## config.mk

```make
export PLATFORM = sky130hd
export DESIGN_NAME = acos_fix_iter
export DESIGN_NICKNAME = d
export VERILOG_FILES = /design/src/rtl/acos_fix_iter_pkg.sv /design/src/rtl/acos_fix_iter_isqrt.sv /design/src/rtl/acos_fix_iter.sv
export SDC_FILE = /design/constraint.sdc
export NUM_CORES = 2
export LEC_CHECK = 0
export CORE_MARGIN = 3
export CORE_UTILIZATION = 60
export CTS_CLUSTER_SIZE = 12
export DETAILED_ROUTE_END_ITERATION = 12
export PLACE_DENSITY = 0.87
export SYNTH_ARGS = -nofsm -noshare
export SYNTH_HDL_FRONTEND = slang
export SYNTH_SLANG_ARGS = --single-unit
```

## constraint.sdc

```tcl
create_clock -name clk -period 14.48 [get_ports clk]
set_clock_uncertainty 0.15 [all_clocks]
set_input_delay 3.62 -clock clk [delete_from_list [all_inputs] [get_ports clk]]
set_output_delay 3.62 -clock clk [all_outputs]
set_load 0.1 [all_outputs]
```

## src/rtl/acos_fix_iter_pkg.sv

```systemverilog
// Shared constants, types and helpers for the iterative arccos unit.
package acos_fix_iter_pkg;

  localparam int FRAC_DEF = 30;
  localparam int ITER_DEF = 24;
  // Fraction bits of the stored constants below; narrower datapaths shift them down.
  localparam int TBL_FRAC = 30;

  localparam logic [31:0] PI_F   = 32'h40490fdb;
  localparam logic [31:0] PI_2_F = 32'h3fc90fdb;
  localparam logic [31:0] QNAN_F = 32'h7fc00000;
  localparam logic [31:0] ONE_F  = 32'h3f800000;

  // pi and pi/2 in Q2.TBL_FRAC
  localparam logic [31:0] PI_FIX   = 32'hc90fdaa2;
  localparam logic [31:0] PI_2_FIX = 32'h6487ed51;

  typedef enum logic [2:0] {
    S_IDLE,
    S_UNPACK,
    S_SQRT,
    S_CORDIC,
    S_PACK,
    S_DONE
  } state_t;

  // Operands resolved without the iterative path.
  typedef struct packed {
    logic        hit;
    logic        err;
    logic [31:0] val;
  } special_t;

  // atan(2^-i) in Q2.TBL_FRAC, truncated.
  function automatic logic [31:0] atan_q30(input int i);
    logic [31:0] v;
    case (i)
      0:  v = 32'h3243f6a8;
      1:  v = 32'h1dac6705;
      2:  v = 32'h0fadbafc;
      3:  v = 32'h07f56ea6;
      4:  v = 32'h03feab76;
      5:  v = 32'h01ffd55b;
      6:  v = 32'h00fffaaa;
      7:  v = 32'h007fff55;
      8:  v = 32'h003fffea;
      9:  v = 32'h001ffffd;
      default: v = (i < 30) ? ((32'h1 << (30 - i)) - 32'h1) : 32'h0;
    endcase
    return v;
  endfunction

  // Classify the operand: exact +/-1, zeros/denormals, and out-of-domain values.
  function automatic special_t classify(input logic [31:0] v);
    special_t s;
    s = '0;
    if (v[30:23] == 8'hff) begin
      s.hit = 1'b1;
      s.err = 1'b1;
      s.val = QNAN_F;
    end else if (v[30:0] == ONE_F[30:0]) begin
      s.hit = 1'b1;
      s.val = v[31] ? PI_F : 32'h0;
    end else if (v[30:23] == 8'h00) begin
      s.hit = 1'b1;
      s.val = PI_2_F;
    end else if (v[30:23] >= 8'd127) begin
      s.hit = 1'b1;
      s.err = 1'b1;
      s.val = QNAN_F;
    end
    return s;
  endfunction

endpackage

```

## src/rtl/acos_fix_iter_isqrt.sv

```systemverilog
// Bit-serial non-restoring integer square root, one root bit per cycle.
// The first bit is resolved on the load edge, so done follows start by N edges.
module isqrt_iter #(
  parameter int N = 31
) (
  input  logic            clk,
  input  logic            rst,
  input  logic            start,
  input  logic [2*N-1:0]  rad,
  output logic            done,
  output logic [N-1:0]    root
);
  localparam int RW = 2 * N + 2;
  localparam int CW = $clog2(N) + 1;

  logic [2*N-1:0]        rad_r;
  logic signed [RW-1:0]  rem_r;
  logic [N-1:0]          q_r;
  logic [CW-1:0]         cnt;
  logic                  run;

  logic signed [RW-1:0]  rem_in, rem_nx, tq;
  logic [N-1:0]          q_in, q_nx;
  logic [1:0]            d2;

  // One non-restoring step; on load it starts from a zero remainder/root.
  always_comb begin
    rem_in = start ? '0 : rem_r;
    q_in   = start ? '0 : q_r;
    d2     = start ? rad[2*N-1:2*N-2] : rad_r[2*N-1:2*N-2];
    rem_nx = (rem_in <<< 2) | RW'(d2);
    if (!rem_in[RW-1]) begin
      tq     = RW'({q_in, 2'b01});
      rem_nx = rem_nx - tq;
    end else begin
      tq     = RW'({q_in, 2'b11});
      rem_nx = rem_nx + tq;
    end
    q_nx = N'({q_in, ~rem_nx[RW-1]});
  end

  // Iteration state and done pulse.
  always_ff @(posedge clk or negedge rst) begin
    if (!rst) begin
      rad_r <= '0;
      rem_r <= '0;
      q_r   <= '0;
      cnt   <= '0;
      run   <= 1'b0;
      done  <= 1'b0;
    end else begin
      done <= 1'b0;
      if (start) begin
        rem_r <= rem_nx;
        q_r   <= q_nx;
        rad_r <= rad << 2;
        cnt   <= CW'(1);
        run   <= 1'b1;
      end else if (run) begin
        rem_r <= rem_nx;
        q_r   <= q_nx;
        rad_r <= rad_r << 2;
        cnt   <= cnt + CW'(1);
        if (cnt == CW'(N - 1)) begin
          run  <= 1'b0;
          done <= 1'b1;
        end
      end
    end
  end

  assign root = q_r;

endmodule

```

## src/rtl/acos_fix_iter.sv

```systemverilog
// Iterative arccos of an IEEE-754 single: unpack to Q2.FRAC, sqrt(1-x^2),
// CORDIC vectoring atan2(sqrt, |x|), mirror for negative x, pack to single.
module acos_fix_iter
  import acos_fix_iter_pkg::*;
#(
  parameter int FRAC = FRAC_DEF,
  parameter int ITER = ITER_DEF
) (
  input  logic        clk,
  input  logic        rst,
  input  logic        start,
  input  logic [31:0] x,
  output logic        busy,
  output logic        done,
  output logic [31:0] theta,
  output logic        err
);
  localparam int W    = FRAC + 3;
  localparam int N    = FRAC + 1;
  localparam int RADW = 2 * N;
  localparam int CW   = $clog2(ITER) + 1;
  localparam logic signed [W-1:0] PI_W = W'(PI_FIX >> (TBL_FRAC - FRAC));

  state_t state, state_nx;

  logic [31:0]          x_r;
  logic                 sign_r;
  logic [W-1:0]         m_r;
  special_t             spec, spec_r;
  logic signed [W-1:0]  cx, cy, cz;
  logic [CW-1:0]        it;

  logic                 accept;
  logic [7:0]           sh;
  logic [W-1:0]         m_comb;
  logic [RADW-1:0]      rad;
  logic                 sq_start, sq_done;
  logic [N-1:0]         sq_root;

  logic signed [W-1:0]  xs, ys, atan_w, cx_nx, cy_nx, cz_nx;
  logic signed [W-1:0]  a_s;
  logic [W-1:0]         a, norm;
  int                   p;
  logic [31:0]          pack_f;

  assign accept = start && (state == S_IDLE || state == S_DONE);
  assign busy   = (state != S_IDLE) && (state != S_DONE);
  assign done   = (state == S_DONE);

  // State register.
  always_ff @(posedge clk or negedge rst) begin
    if (!rst) state <= S_IDLE;
    else      state <= state_nx;
  end

  // Next state; specials ride through PACK with their precomputed result.
  always_comb begin
    state_nx = state;
    case (state)
      S_IDLE, S_DONE: state_nx = accept ? S_UNPACK : S_IDLE;
      S_UNPACK:       state_nx = spec.hit ? S_PACK : S_SQRT;
      S_SQRT:         if (sq_done) state_nx = S_CORDIC;
      S_CORDIC:       if (it == CW'(ITER - 1)) state_nx = S_PACK;
      S_PACK:         state_nx = S_DONE;
      default:        state_nx = S_IDLE;
    endcase
  end

  // Unpack: special classification, |x| in Q2.FRAC (truncated), radicand 1-m^2.
  always_comb begin
    spec   = classify(x_r);
    sh     = 8'd127 - x_r[30:23];
    m_comb = W'((64'({1'b1, x_r[22:0]}) << FRAC) >> (32'd23 + 32'(sh)));
    rad    = (RADW'(1) << (2 * FRAC)) - RADW'(m_comb) * RADW'(m_comb);
  end

  assign sq_start = (state == S_UNPACK) && !spec.hit;

  isqrt_iter #(.N(N)) u_sqrt (
    .clk   (clk),
    .rst   (rst),
    .start (sq_start),
    .rad   (rad),
    .done  (sq_done),
    .root  (sq_root)
  );

  // One vectoring micro-rotation driving Y toward zero, accumulating angle in Z.
  always_comb begin
    xs     = cx >>> it;
    ys     = cy >>> it;
    atan_w = W'(atan_q30(int'(it)) >> (TBL_FRAC - FRAC));
    if (!cy[W-1]) begin
      cx_nx = cx + ys;
      cy_nx = cy - xs;
      cz_nx = cz + atan_w;
    end else begin
      cx_nx = cx - ys;
      cy_nx = cy + xs;
      cz_nx = cz - atan_w;
    end
  end

  // Pack: mirror for negative x, leading-one detect, truncate to 23 mantissa bits.
  always_comb begin
    a_s = sign_r ? (PI_W - cz) : cz;
    a   = a_s[W-1] ? '0 : a_s;
    p   = 0;
    for (int i = 0; i < W; i++) begin
      if (a[i]) p = i;
    end
    norm   = a << (W - 1 - p);
    pack_f = {1'b0, 8'(p + 127 - FRAC), 23'(norm >> (W - 24))};
    if (a == '0)  pack_f = 32'h0;
    if (spec_r.hit) pack_f = spec_r.val;
  end

  // Operand capture, CORDIC registers and result registers.
  always_ff @(posedge clk or negedge rst) begin
    if (!rst) begin
      x_r    <= '0;
      sign_r <= 1'b0;
      m_r    <= '0;
      spec_r <= '0;
      cx     <= '0;
      cy     <= '0;
      cz     <= '0;
      it     <= '0;
      theta  <= '0;
      err    <= 1'b0;
    end else begin
      if (accept) x_r <= x;
      if (state == S_UNPACK) begin
        spec_r <= spec;
        sign_r <= x_r[31];
        m_r    <= m_comb;
      end
      if (state == S_SQRT && sq_done) begin
        cx <= m_r;
        cy <= W'(sq_root);
        cz <= '0;
        it <= '0;
      end
      if (state == S_CORDIC) begin
        cx <= cx_nx;
        cy <= cy_nx;
        cz <= cz_nx;
        it <= it + CW'(1);
      end
      if (state == S_PACK) begin
        theta <= pack_f;
        err   <= spec_r.err;
      end
    end
  end

endmodule

```

Word level (Yosys, flattened, before mapping)
Index checks and enable logic that the tools add are counted.
Word-level totals
  register bits after elaboration: 406
  input bits: 35
Cells by class
  add/sub/neg operators: 19
  multipliers: 1
  magnitude comparators: 2
  equal/unequal tests: 21
  shift operators: 5
  mux-type cells: 81
  bitwise logic cells: 2
  reduce and logical (&&, ||, !) cells: 15
Operator list (count)
  two-way mux 32 bit: 36
  two-way mux 33 bit: 10
  case mux 32 bit (10 select lines): 1
  two-way mux 64 bit: 4
  two-way mux 31 bit: 5
  two-way mux 62 bit: 2
  adder 33 bit: 3
  subtractor 33 bit: 3
  two-way mux 34 bit: 2
  >>> shifter 33 x 6 -> 33 bit: 2
  adder 64 x 34 -> 64 bit: 1
  bitwise OR 64 x 2 -> 64 bit: 1
  subtractor 64 x 34 -> 64 bit: 1
  multiplier 33 x 33 -> 62 bit: 1
  subtractor 61 x 62 -> 62 bit, first input constant: 1
  >> shifter 54 x 9 -> 33 bit: 1
  zero test 33 bit: 1
  subtractor 33 bit, first input constant: 1
  << shifter 1 x 32 -> 32 bit, first input constant: 1
  << shifter 32 x 32 -> 32 bit: 1
  subtractor 32 x 1 -> 32 bit, second input constant: 1
  subtractor 7 x 32 -> 32 bit, first input constant: 1
  equality test 31 x 30 -> 1 bit, second input constant: 1
  equality test 6 x 3 -> 1 bit, second input constant: 4
  other kinds (35): 61

Logic depth before layout (Yosys ltp)
  depth after elaboration: 39
  gate-level depth with buffers: 64

By module
From an unflattened synthesis, not the netlist that was laid out.
Unflattened totals
  cells, all modules: 7631
  area, all modules: 64598.2 µm²
By module, submodules not included
  acos_fix_iter: times used 1, cells an instance 6225, area each 52895.7 µm², sequential area each 5255.0 µm²
  isqrt_iter: times used 1, cells an instance 1406, area each 11702.5 µm², sequential area each 4053.9 µm²

Worst setup path after synthesis
No wires, ideal clock.
  path kind: register -> register
  from: reg x_r[23]
  to: reg u_sqrt.rem_r[60]
  setup time: 136 ps
  data arrival time: 13365 ps
  path slack: 828 ps
  stages on the path, launching flop included: 61
  period minus slack after synthesis: 13652 ps
  path through: dfrtp_1 > buf_6 > buf_2 > buf_1 > clkbuf_1 > mux2_2 > o211ai_1 > o21ai_0 > and2_1 > nand2_1 > a21boi_0 > o21ai_0 > clkbuf_1 > nand2_1 > inv_1 > fa_1 > fa_1 > inv_1 > [... 25 more ...] > nor2b_1 > o21ai_0 > a21boi_0 > o21ai_0 > a21boi_0 > o41a_1 > a21o_1 > o21a_1 > and3_1 > o31a_1 > o211ai_1 > o21a_1 > a211oi_1 > a41oi_1 > o21bai_1 > a311oi_1 > xor2_1 > o21ai_0
Between the ends
  longest elaborated chain between the ends: 13
RTL lines
  start, declared: RTL line acos_fix_iter.sv:26  | logic [31:0] x_r;
  start signal, assigned: RTL line acos_fix_iter.sv:121  | x_r <= '0;
  start signal, assigned: RTL line acos_fix_iter.sv:132  | if (accept) x_r <= x;
  parallel branches: the longest is 13 deep, another holds subtractor 64 x 34 -> 64 bit
  end signal, assigned: RTL line acos_fix_iter_isqrt.sv:54  | rem_r <= rem_nx;
  end signal, assigned: RTL line acos_fix_iter_isqrt.sv:60  | rem_r <= rem_nx;
  end, declared: RTL line acos_fix_iter_isqrt.sv:17  | logic signed [RW-1:0] rem_r;
Parallel ways; which one is timed is not known. The select of a mux whose other input is x is not followed.
A chain may end at the register's enable or synchronous reset.

Final worst setup path
Ends and elaborated chain as after synthesis.

==> summary.md <==
| Metric | Value |
|---|---|
| Status | completed |
| FFs w/ async S/R, synth | 1.00 |
| Largest net degree at the start of global routing | 158 |
| Routed vias | roughly 54,000 |
| Register-to-Register Path Depth | 52 |
| Reg-to-reg endpoint | u_sqrt.rem_r[60] |
| Vias in the first global route | 55,700 |
| Slowest cell on crit path | mux4_2 |
| Yosys warnings | 0 |
| Final Cycle Share | 0.958 |
| Antenna viol nets, final | 0 |
| Vias/cell | around 6 |
| Synth unique cells | approximately 110 |
| Max Cap Viol | 0 |
| Seq/Total Area, Yosys | 0.148 |
| WHS Path Cells | 2 |
| Most frequent cells in the layout | inv_1 (1,227), nand2_1 (845), fa_1 (780), nor2_1 (639), ha_1 (464) |
| Most used cell, CP | fa_1 |
| Final setup viols | 0 |
| Max stage delay on crit path | 0.60 ns |
| Post-Syn Area | 62,900 um2 |
| CTS H-tree depth | 2 |
| Arr. time, crit path | approximately 14 ns |
| Port bufs | 68 |
| Core Util, Final | 0.650 |
| Setup ws final | between 0.6 and 0.7 ns |
| CTS root buf | clkbuf_16 |
| Clock Pin Slew Worst Setup and Hold Paths | ~0.070 ns |
| Gate Count Post-Synth | 7,484 |
| Slew headroom | 0.157 |
| Crit. End Element | flop |
| CTS Sinks | approximately 370 |
| Crit Path Category | reg2reg |
| Initial antenna violation count | 5 |
| Most common cell after layout, fill and taps aside | inv_1 |
| Cts bufs inserted | 46 |
| HPWL after DPL | about 150,000 um |
| Layout area overhead | 7.29% |
| I/O pin cnt | 70 |
| Die height | ~330 um |
| Worst-path fanout max | 18 |
| Worst Hold Class | reg2reg |
| Req. time, crit path | approximately 15 ns |
| Core Footprint | ~100,000 um2 |
| Critical path startpoint category | flop |
| Post-Route WL | approximately 190,000 um |
| Die W | approximately 330 um |
| Fin crit period | 13.87 ns |
| Fin nets | just under 9,000 |
| Starting DRC count in detailed routing | between 5,000 and 6,000 |
| Latest clock arrival within the worst-skew pair | 0.65 ns |
| Site row count | around 120 |
| Starting Density | 0.606 |
| FMAX | 72.1 MHz |
| Hold Violations, Final | 0 |
| Gr ovfl total | 0 |
| Reg-to-Reg Start | x_r[23] |
| Total GRT Usage | 0.350 |
| Reg2Reg Setup Slack | ~0.61 ns |
| Die area | between 100,000 and 150,000 um2 |
| Avg Inst Size Synth | 8.40 um2 |
| Tightest Pin Transition | approximately 1.3 ns |
| Post-synth EDFFs | 0 |
| Routability cong. | slightly above 1 |
| DRC Markers | 0 |
| Most used DFF post-synth | dfrtp_1 |
| Layout cells sized above 1 | 0.0711 |
| Max-slew violations | 0 |
| Wirelength per Cell | 21.1 um |
| Setup WS pre-CTS | -0.0987 ns |
| Hold_sp | u_sqrt.rem_r[7] |
| Hold EP | u_sqrt.rem_r[7] |
| First-pass GRT wire length | between 300,000 and 400,000 um |
| CTS tree | yes |
| Pre-antenna DRT Iters | 7 |
| CTS max path bufs | 3 |
| Register bit count reported by yosys | approximately 370 |
==> layer usage <==
layer  track usage  share of wire  vias to the layer above
li1              -              -                    24400
met1         0.451           0.38                    26400
met2         0.555           0.45                     2627
met3        0.0841           0.10                      695
met4         0.175          0.059                        4
met5             0        0.00018                        -
==> cell usage after synthesis (33+ instances only) <==
master / instances / area, um2
inv_1: 1228 / 4610
and3_1: 36 / 225
xnor2_1: 190 / 1660
mux2i_1: 230 / 2300
nor2_1: 649 / 2440
mux2_2: 77 / 867
nor2b_1: 55 / 344
fa_1: 780 / 15600
ha_1: 465 / 5820
mux4_2: 63 / 1420
o31ai_1: 33 / 248
o21ai_0: 439 / 2200
buf_1: 51 / 191
nand4_1: 33 / 206
nand2_1: 848 / 3180
xor2_1: 155 / 1360
a21o_1: 131 / 983
a211oi_1: 48 / 360
or3_1: 41 / 257
clkbuf_1: 252 / 946
nand2b_1: 70 / 438
o21a_1: 50 / 375
a31oi_1: 52 / 325
a21oi_1: 369 / 1850
nand3_1: 103 / 515
o211ai_1: 35 / 263
nor3_1: 88 / 440
or2_2: 33 / 206
dfrtp_1: 371 / 9280
and2_1: 102 / 638
==> cells by family after synthesis <==
logic type,count (synthesis),share of synthesized area
compound gates,1430,0.142
xor+xnor,345,0.0481
flops,371,0.148
other cells,2,0.000119
buf+inv,1583,0.0963
simple gates,2137,0.151
mux,371,0.0733
fa+ha+maj,1245,0.341
==> final cells by class <==
cell class | count | area (um2)
clock buffer | 61 | 1280
clock inverter | 23 | 349
timing repair buffer | 257 | 2200
sequential | 371 | 9300
tap | 1380 | 1730
inverter | 1239 | 4660
fill | 8367 | 36300
multi-input combinational | 5578 | 47900
antenna | 3 | 7.51
==> worst max-delay path by stage <==
stage | start | slack, ns | depth (start not counted) | to
floorplan | x_r[23] | 0.83 | 60 | u_sqrt.rem_r[60]
global placement | x_r[24] | 0.17 | 54 | u_sqrt.rem_r[60]
detailed placement | x_r[24] | -0.1 | 54 | u_sqrt.rem_r[60]
CTS | x_r[23] | 0.0002 | 60 | u_sqrt.rem_r[60]
global route | x_r[23] | -0.06 | 52 | u_sqrt.rem_r[60]
finish | x_r[23] | 0.61 | 52 | u_sqrt.rem_r[60]
==> critical path: cells and delay by family (launching register included) <==
kind,cells,cell delay [ns]
fa+ha+maj,10,4.62
compound gates,21,4.74
flops,1,0.46
simple gates,10,1.82
mux,1,0.60
xor+xnor,1,0.16
buf+inv,9,1.18
==> stage by stage <==
stage | cell area (um2) | hold WS, ns | TNS [ns] | instances
finish | 67500 | 0.320 | 0 | 8912
global route | 67400 | 0.342 | -0.0707 | 8909
CTS | 67200 | 0.315 | 0 | 8897
detailed placement | 65600 | 0.302 | -0.125 | 8813
global placement | 65600 | 0.296 | 0 | 8813
floorplan | 63000 | 0.280 | 0 | 7532
==> sequential cells by signal, indices dropped and copies added, names as in the netlist <==
name,flops
cx,33
cy,33
cz,33
err,1
it,6
m_r,31
sign_r,1
spec_r,6
state,3
theta,31
u_sqrt.cnt,6
u_sqrt.done,1
u_sqrt.rad_r,59
u_sqrt.rem_r,63
u_sqrt.root,31
u_sqrt.run,1
x_r,32
==> timing repair <==
action,CTS,global route
cloned,0,1
pin swaps,0,8
setup buffers,0,11
hold buffers,0,0
setup endpoints to repair,4,11
gates resized for setup,5,37
endpoints found under the hold margin,0,0
Power is left out: the tool's default activity adds up to more than one toggle a clock period on the data nets, which glitch-free logic cannot reach.
